<file path="src/rtl/mp_word_comparator.sv">
// Multi-precision magnitude comparator: walks two lockstep operand memories from the top word down.
// Optional: define MPCMP_SIGNED_EN to compare the top word (index L-1) as two's-complement signed.
module mp_word_comparator #(
  parameter int DATA_WIDTH = 32,
  parameter int NUM_WORDS  = 64,
  parameter int ADDR_WIDTH = 6,
  parameter int RD_LATENCY = 1
) (
  input  logic                  CLK,
  input  logic                  RST_N,
  input  logic                  start,
  input  logic [ADDR_WIDTH:0]   len,
  output logic                  busy,
  output logic                  rd_en,
  output logic [ADDR_WIDTH-1:0] rd_addr,
  input  logic [DATA_WIDTH-1:0] rd_data_a,
  input  logic [DATA_WIDTH-1:0] rd_data_b,
  output logic                  done,
  output logic                  a_gt_b,
  output logic                  a_eq_b,
  output logic                  a_lt_b,
  output logic [ADDR_WIDTH-1:0] diff_index
);

  typedef enum logic [1:0] {IDLE, ISSUE, DRAIN, DONE} state_t;

  localparam logic [ADDR_WIDTH:0] MAX_LEN = (ADDR_WIDTH+1)'(NUM_WORDS);

  state_t state_q, state_d;

  logic [ADDR_WIDTH:0]                     len_clamped;
  logic                                    accept;
  logic [RD_LATENCY-1:0]                   tag_vld_q;
  logic [RD_LATENCY-1:0][ADDR_WIDTH-1:0]   tag_idx_q;
  logic [ADDR_WIDTH-1:0]                   tag_idx;
  logic                                    tag_live;
  logic                                    words_differ;
  logic                                    words_gt;
  logic                                    last_equal;

  assign len_clamped  = (len > MAX_LEN) ? MAX_LEN : len;
  assign accept       = (state_q == IDLE) && start;
  assign tag_idx      = tag_idx_q[RD_LATENCY-1];
  // Returned data is only trusted while a compare is actually in flight.
  assign tag_live     = tag_vld_q[RD_LATENCY-1] && ((state_q == ISSUE) || (state_q == DRAIN));
  assign words_differ = tag_live && (rd_data_a != rd_data_b);
  assign last_equal   = tag_live && (rd_data_a == rd_data_b) && (tag_idx == '0);

`ifdef MPCMP_SIGNED_EN
  logic [ADDR_WIDTH-1:0] top_idx_q;

  always_comb begin
    if (tag_idx == top_idx_q) words_gt = $signed(rd_data_a) > $signed(rd_data_b);
    else                      words_gt = rd_data_a > rd_data_b;
  end

  always_ff @(posedge CLK or negedge RST_N) begin
    if (!RST_N)      top_idx_q <= '0;
    else if (accept) top_idx_q <= ADDR_WIDTH'(len_clamped - 1'b1);
  end
`else
  assign words_gt = rd_data_a > rd_data_b;
`endif

  always_ff @(posedge CLK or negedge RST_N) begin
    if (!RST_N) state_q <= IDLE;
    else        state_q <= state_d;
  end

  // rd_en drops in the very cycle a difference is seen, so no further reads escape.
  always_comb begin
    state_d = state_q;
    busy    = 1'b0;
    rd_en   = 1'b0;
    done    = 1'b0;
    case (state_q)
      IDLE: begin
        if (start) state_d = (len_clamped == '0) ? DONE : ISSUE;
      end
      ISSUE: begin
        busy  = 1'b1;
        rd_en = !words_differ;
        if (words_differ)        state_d = DONE;
        else if (rd_addr == '0)  state_d = DRAIN;
      end
      DRAIN: begin
        busy = 1'b1;
        if (words_differ || last_equal) state_d = DONE;
      end
      DONE: begin
        done    = 1'b1;
        state_d = IDLE;
      end
      default: state_d = IDLE;
    endcase
  end

  always_ff @(posedge CLK or negedge RST_N) begin
    if (!RST_N) begin
      rd_addr    <= '0;
      a_gt_b     <= 1'b0;
      a_eq_b     <= 1'b0;
      a_lt_b     <= 1'b0;
      diff_index <= '0;
    end else if (accept) begin
      rd_addr    <= (len_clamped == '0) ? '0 : ADDR_WIDTH'(len_clamped - 1'b1);
      a_gt_b     <= 1'b0;
      a_lt_b     <= 1'b0;
      a_eq_b     <= (len_clamped == '0);
      diff_index <= '0;
    end else begin
      if (rd_en && (rd_addr != '0)) rd_addr <= rd_addr - 1'b1;
      if (words_differ) begin
        a_gt_b     <= words_gt;
        a_lt_b     <= !words_gt;
        diff_index <= tag_idx;
      end
      if (last_equal) a_eq_b <= 1'b1;
    end
  end

  // Tags ride alongside the memory latency; a decision flushes whatever is still in flight.
  always_ff @(posedge CLK or negedge RST_N) begin
    if (!RST_N) begin
      tag_vld_q <= '0;
      tag_idx_q <= '0;
    end else if (words_differ) begin
      tag_vld_q <= '0;
    end else begin
      tag_vld_q[0] <= rd_en;
      tag_idx_q[0] <= rd_addr;
      for (int i = 1; i < RD_LATENCY; i++) begin
        tag_vld_q[i] <= tag_vld_q[i-1];
        tag_idx_q[i] <= tag_idx_q[i-1];
      end
    end
  end

endmodule
</file>
<file path="config.mk">
export PLATFORM = sky130hd
export DESIGN_NAME = mp_word_comparator
export DESIGN_NICKNAME = d
export VERILOG_FILES = /design/src/rtl/mp_word_comparator.sv
export SDC_FILE = /design/constraint.sdc
export NUM_CORES = 1
export LEC_CHECK = 0
export BUFFER_PORTS_ARGS = -buffer_cell sky130_fd_sc_hd__buf_2
export CORE_MARGIN = 1
export CORE_UTILIZATION = 45
export DETAILED_ROUTE_END_ITERATION = 8
export PLACE_DENSITY = 0.75
export SYNTH_ARGS = -nofsm -noshare
export SYNTH_HDL_FRONTEND = slang
export SYNTH_SLANG_ARGS = --single-unit
</file>
<file path="constraint.sdc">
create_clock -name CLK -period 3 [get_ports CLK]
set_input_delay 0.45 -clock CLK [delete_from_list [all_inputs] [get_ports CLK]]
set_output_delay 0.45 -clock CLK [all_outputs]
set_load 0.02 [all_outputs]
</file>
## Word level (Yosys, flattened, before mapping)

Cells that the tools add are included.

- Logic and storage cells: 62
- Input bits: 74
- Output and inout bits: 18
- Register bits: 24

- Reductions and logical operators: 20
- Eq/ne operators: 8
- Add/subtract/negate cells: 2
- Mux-type cells: 22
- Magnitude comparators: 2

Operators with widths:

| operator | count |
|---|---|
| equality test 32 bit | 1 |
| greater-than comparator 32 bit | 1 |
| inequality test 32 bit | 1 |
| two-way mux 6 bit | 5 |
| zero test 6 bit | 2 |
| subtractor 6 x 1 -> 6 bit, second input constant | 2 |
| two-way mux 1 bit | 10 |
| two-way mux 2 bit | 5 |
| case mux 2 bit (4 select lines) | 1 |
| greater-than comparator 7 bit, second input constant | 1 |
| zero test 7 bit | 1 |
| two-way mux 7 bit | 1 |
| logical AND 1 bit | 6 |
| nonzero test 2 bit | 3 |
| nonzero test 6 bit | 1 |
| equality test 2 bit, second input constant | 2 |
| inequality test 3 x 2 -> 1 bit, second input constant | 1 |
| AND reduction 3 bit | 1 |
| equality test 2 x 1 -> 1 bit, second input constant | 1 |
| zero test 1 bit | 2 |
| zero test 2 bit | 1 |
| logical OR 1 bit | 2 |
| inequality test 2 x 1 -> 1 bit, second input constant | 1 |
| inequality test 2 bit, second input constant | 1 |
| OR reduction 2 bit | 1 |

## Longest topological paths before layout

Gate-level depths: netlist of the first run.

- Word-level depth: 9
- Depth in mapped cells: 9
- Gate-level depth less buffers: 8

## Least setup slack after synthesis of the first run

Ideal clock, no wire load.

- Kind: in2out
- From: input port rd_data_b[30]
- To: output port rd_en
- Path buffers: 1
- Stages: 7
- Path slack: 0.535 ns
- Arrival: 2.015 ns
- Cell sequence: inv_1 -> ha_1 -> nand4_2 -> nor4_4 -> a31o_2 -> buf_2 -> and2_1

- Cells in the longest elaborated chain, start to end: 4

Ends and longest elaborated chain:

| item | line | RTL |
|---|---|---|
| start: declaration | 17 | `input logic [DATA_WIDTH-1:0] rd_data_b,` |
| inequality test 32 bit | 46 | `assign words_differ = tag_live && (rd_data_a != rd_data_b);` |
| logical AND 1 bit | 46 |  |
| zero test 1 bit | 82 | `rd_en = !words_differ;` |
| two-way mux 1 bit | 76 | `case (state_q)` |
| end: declaration | 14 | `output logic rd_en,` |

No other way between the ends.

## Worst setup path in the final report of the first run

Ends and elaborated chain as after synthesis.

==> qor.yml, run 1 <==
ant_nets: 0
wire_per_inst_um: 12.0
layout_common_cells: "buf_2 (91), inv_1 (42), ha_1 (40), nand2_1 (31), dfrtp_1 (24)"
clkLatencyLatePin_ns: 0.27
drc: 0
hpwl_mm: 4.29
root_buffer: "clkbuf_8"
cts_tree: "built"
cp.arrival_ns: 2.05
drtIter0Drc: 118
n_antenna_cell: 0
synth_seq_area_share: 0.267
grt_pass1_wl_mm: 8.40
slew_viol_final: 0
dr_total_vias: 2225
vias_per_cell: 5.21
syn_avg_cell_area_sq_um: 8.42
fp.dieW_um: 72.7
core_area_sq_um: 4750
start_util: 0.473
async_flop_share: 1.00
path_clk_slew_ns: 0.08
fin_crit_sh: 0.834
cts.sinks: 24
layout_min_cycle_time_ns: 2.50
maxCapViolCount: 0
first_pass_iters: 4
cts_buffers: 3
antenna_found_initial: 0
path_max_fanout: 6
mappedNetlistArea_sq_um: 2250
synth_edf_count: 0
die_y_um: 72.7
cp-start-kind: "input pin"
power_switching_uw: 870
path_class: "input pin to primary output"
grt_pass1_vias: 2013
top_layer_used: "met4"
endpoint_kind: "primary output"
p_int_mw: 1.08
cts_setup_buffers: 0
tns_ns: 0
clkPwrFrac: 0.144
synth-seq-cells: 24
fin_cells: 427
fmax_mhz: 400
gp_congestion: 0.911
syn_inst: 267
grt_overflow: 0
relSlewSlack: 0.555
hold_viol: 0
placed_cells: 423
cts-hold-fix-buffers: 0
final_common_cell: "buf_2"
wl_met3_um: 157
grt_max_degree: 25
track_usage: 0.200
port_buffers: 91
synthDistinctLibCells: 52
vdd_drop_max_mv: 0.322
rows: 25
nets: 475
met1_length_mm: 2.33
area_growth_pct: 27.1
wl_met2_mm: 2.55
pwr-share-seq: 0.301
swShare: 0.445
synthFlopType: "dfrtp_1"
power_density_nw_per_um2: 684
yosysWarnings: 0
ctsResizeCount: 0
min_path_type: "input pin to asynchronous set/reset pin"
comb_power_share: 0.555
ioPinCount: 92
fp.dieArea_sq_um: 5280
setup_viol: 0
htreeDepth: 1
outcome: "finished clean"
rsz0062_at_grt: "no"
skew_ns: 0.00537
cts_max_path_buffers: 2
routed_wl_mm: 5.12
required_ns: 2.55
tightest_slew_ns: 0.664
drive_above_1_share: 0.306
syn-num-nets: 381
p_leak_nw: 1.57
==> sequential cells by signal (all words and copies together), names as in the netlist <==
register	cells
rd_addr	6
state_q	2
a_gt_b	1
a_lt_b	1
a_eq_b	1
tag_vld_q	1
diff_index	6
tag_idx	6
==> per-layer routing <==
layer  global-route usage  up-vias
li1                     -     1155
met1                0.240     1010
met2                0.370       51
met3               0.0193        9
met4               0.0675        0
met5                    0        -
==> worst max-delay path, stage by stage <==
cell	delay, ns
buf_2	0.07
inv_1	0.03
ha_1	0.32
nand4_2	0.16
nor4_4	0.46
a31o_2	0.24
and2_1	0.15
buf_2	0.17
==> final timing paths <==
| check | slack, ns | depth (start not counted) | endpoint | startpoint |
|---|---|---|---|---|
| worst max-delay path | 0.50 | 8 | rd_en | rd_data_b[30] |
| worst min-delay path | 0.15 | 1 | diff_index[3] | RST_N |
| worst max register to register | 0.90 | 7 | state_q[0] | state_q[0] |
| worst min register to register | 0.51 | 2 | tag_idx[3] | tag_idx[3] |
| max in group asynchronous | 2.50 | 1 | a_lt_b | RST_N |
| min in group CLK | 0.51 | 2 | tag_idx[3] | tag_idx[3] |
==> layout make-up <==
| class | count | area (sq um) |
|---|---|---|
| clock buffer | 3 | 41.3 |
| clock inverter | 1 | 30.0 |
| fill | 451 | 1900 |
| inverter | 42 | 158 |
| multi-input combinational | 196 | 1460 |
| sequential | 24 | 601 |
| tap | 67 | 83.8 |
| timing repair buffer | 94 | 478 |
==> synth_stat cells (3+ instances only) <==
cell	count	share of area
nand3_1	12	0.027
o211ai_1	6	0.020
o21ai_0	9	0.020
ha_1	40	0.22
nand4_1	7	0.019
a211oi_1	3	0.010
nor3_1	6	0.013
a221oi_1	3	0.012
nand2b_1	3	0.0084
a31oi_1	4	0.011
mux2i_1	3	0.013
or4_1	4	0.013
and3_1	3	0.0084
inv_1	42	0.070
nor2_1	5	0.0084
nand2_1	31	0.052
a21oi_1	20	0.045
dfrtp_1	24	0.27
o21ai_1	3	0.0067
==> power groups by stage <==
stage | sequential (mW) | clock [mW] | combinational (mW)
2_1_floorplan | 0.672 | 0 | 0.678
3_5_place_dp | 0.595 | 0 | 1.08
5_1_grt | 0.613 | 0.300 | 1.20
6_report | 0.589 | 0.281 | 1.08
4_1_cts | 0.589 | 0.290 | 1.09
3_3_place_gp | 0.592 | 0 | 1.07
==> kinds of logic after synthesis <==
logic type	Yosys count	share of synthesized area
simple gates	87	0.214
compound gates	64	0.193
buf+inv	47	0.0813
fa+ha+maj	40	0.223
flops	24	0.267
mux	3	0.0134
xor+xnor	2	0.00780
==> through the flow <==
step | cell area (sq um) | power (mW) | hold WS, ns | util | setup WS (ns)
4_1_cts | 2860 | 1.97 | 0.159 | 0.601 | 0.475
3_3_place_gp | 2780 | 1.66 | 0.454 | 0.586 | 0.510
5_1_grt | 2860 | 2.12 | 0.176 | 0.601 | 0.366
2_1_floorplan | 2250 | 1.35 | 0.154 | - | 0.535
3_5_place_dp | 2780 | 1.68 | 0.458 | 0.586 | 0.453
6_report | 2860 | 1.95 | 0.146 | 0.601 | 0.497
No activity file was read; power rests on OpenSTA's default activity.
==> run 2, diff against run 1 <==
--- a/config.mk
+++ b/config.mk
@@ -5,6 +5,7 @@
 export SDC_FILE = /design/constraint.sdc
 export NUM_CORES = 1
 export LEC_CHECK = 0
+export ABC_AREA = 1
 export BUFFER_PORTS_ARGS = -buffer_cell sky130_fd_sc_hd__buf_2
 export CORE_MARGIN = 1
 export CORE_UTILIZATION = 45
==> constraint.sdc (replaced) <==
create_clock -name CLK -period 2.45 [get_ports CLK]
set_input_delay 0.3675 -clock CLK [delete_from_list [all_inputs] [get_ports CLK]]
set_output_delay 0.3675 -clock CLK [all_outputs]
set_load 0.02 [all_outputs]
==> qor.yml, run 2 <==
outcome: "finished clean"
cts_buffers: 3
rrSetupSlack_ns: 0.59
grt_pass1_vias: 2079
cts_setup_buffers: 0
start_util: 0.479
grt_pass1_wl_mm: 8.22
mappedNetlistArea_sq_um: 2320
placed_cells: 485
drc: 0
maxCapViolCount: 0
tns_ns: 0
fin_area_sq_um: 2920
endpoint_kind: "primary output"
synth-seq-cells: 24
drive_above_1_share: 0.277
die_y_um: 73.8
power_density_nw_per_um2: 861
nets: 537
synthFlopType: "dfrtp_1"
dr_total_vias: 2335
track_usage: 0.188
htreeDepth: 1
reg2reg_depth: 11
clkLatencyLatePin_ns: 0.27
tightest_slew_ns: 0.548
rows: 25
r2r-end: "state_q[1]"
cp-start-kind: "register"
fin_crit_sh: 0.891
required_ns: 2.08
syn_avg_cell_area_sq_um: 7.08
ant_nets: 0
yosysTopAreaCell: "dfrtp_1"
path_class: "register to primary output"
cts_max_path_buffers: 2
yosysWarnings: 0
cp-endpoint: "rd_en"
critPathLaunch: "state_q[0]"
min_path_type: "input pin to asynchronous set/reset pin"
port_buffers: 91
root_buffer: "clkbuf_8"
wire_per_inst_um: 10.3
syn_inst: 328
n_antenna_cell: 0
synthDistinctLibCells: 27
skew_ns: 0.00238
setup_viol: 0
slew_viol_final: 0
yosysMostFrequentCell: "nand2_1"
fp.dieW_um: 73.8
cts-hold-fix-buffers: 0
fp.dieArea_sq_um: 5450
ioPinCount: 92
drtIter0Drc: 55
first_pass_iters: 4
rsz0062_at_grt: "no"
cp.arrival_ns: 1.82
area_growth_pct: 25.7
antenna_found_initial: 0
fin_cells: 489
synth.top_cell.area_share: 0.259
syn-num-nets: 442
layout_min_cycle_time_ns: 2.18
fmax_mhz: 458
final_common_cell: "buf_2"
synth_seq_area_share: 0.259
relSlewSlack: 0.634
async_flop_share: 1.00
hpwl_mm: 4.31
finalPower_mw: 2.51
grt_max_degree: 25
p_leak_nw: 1.75
vias_per_cell: 4.78
synth_edf_count: 0
routed_wl_mm: 5.02
cts_tree: "built"
cts.sinks: 24
synth_area_leaders: "dfrtp_1 (26%), ha_1 (22%), nand2_1 (14%), inv_1 (9.5%), nor2_1 (4.9%)"
synth_common_cells: "nand2_1 (85), inv_1 (59), ha_1 (40)"
vdd_drop_max_mv: 0.728
dpl-instance-area_sq_um: 2850
path_clk_slew_ns: 0.09
core_area_sq_um: 4850
path_max_fanout: 7
gp_congestion: 0.874
hold_viol: 0
grt_overflow: 0
r2r_start: "state_q[0]"
layout_common_cells: "buf_2 (91), nand2_1 (85), inv_1 (59), ha_1 (40), nor2_1 (30)"
ctsResizeCount: 0
run 2: per-layer routing:
metal | track usage | share of wire
met1 | 0.233 | 0.47
met2 | 0.352 | 0.47
met3 | 0.0151 | 0.060
met4 | 0.0385 | 0.0082
met5 | 0 | 0
run 2: worst min-delay path by stage:
stage | from | to | depth (start not counted)
3_5_place_dp | RST_N | rd_addr[2] | 1
4_1_cts | RST_N | rd_addr[2] | 1
3_3_place_gp | RST_N | rd_addr[2] | 1
2_1_floorplan | RST_N | a_eq_b | 0
6_report | RST_N | rd_addr[1] | 1
5_1_grt | RST_N | rd_addr[2] | 1
run 2: worst max-delay path: stages, from the launching register on:
cell	delay, ns
dfrtp_1	0.44
inv_1	0.12
ha_1	0.35
nand2_1	0.09
inv_1	0.08
nand2_4	0.12
inv_1	0.06
nor2_1	0.11
buf_2	0.18
run 2: power by group:
group / leakage [nW] / switching (mW) / internal, mW
Clock: 0.0357 / 0.134 / 0.219
Combinational: 1.40 / 0.930 / 0.529
Sequential: 0.307 / 0.118 / 0.582
run 2: layout make-up:
cell class                 count  area, sq um
timing repair buffer          93          470
multi-input combinational    242         1470
clock buffer                   3         41.3
sequential                    24          601
clock inverter                 1         30.0
inverter                      59          221
tap                           67         83.8
fill                         451         1930
run 2: kinds of logic after synthesis:
kind of cell	after synthesis	share of synthesized area
AO/OA/AOI/OAI	50	0.121
XOR/XNOR	2	0.00755
adder cells (fa/ha/maj)	40	0.216
buffers and inverters	62	0.108
flip-flops	24	0.259
AND/OR/NAND/NOR	150	0.289
run 2: per-stage QoR:
step | setup WS (ns) | hold WS, ns | utilization
global route | 0.106 | 0.113 | 0.602
CTS | 0.257 | 0.0926 | 0.602
finish | 0.266 | 0.0709 | 0.602
global placement | 0.385 | 0.379 | 0.587
floorplan | 0.339 | 0.0719 | -
detailed placement | 0.360 | 0.386 | 0.587
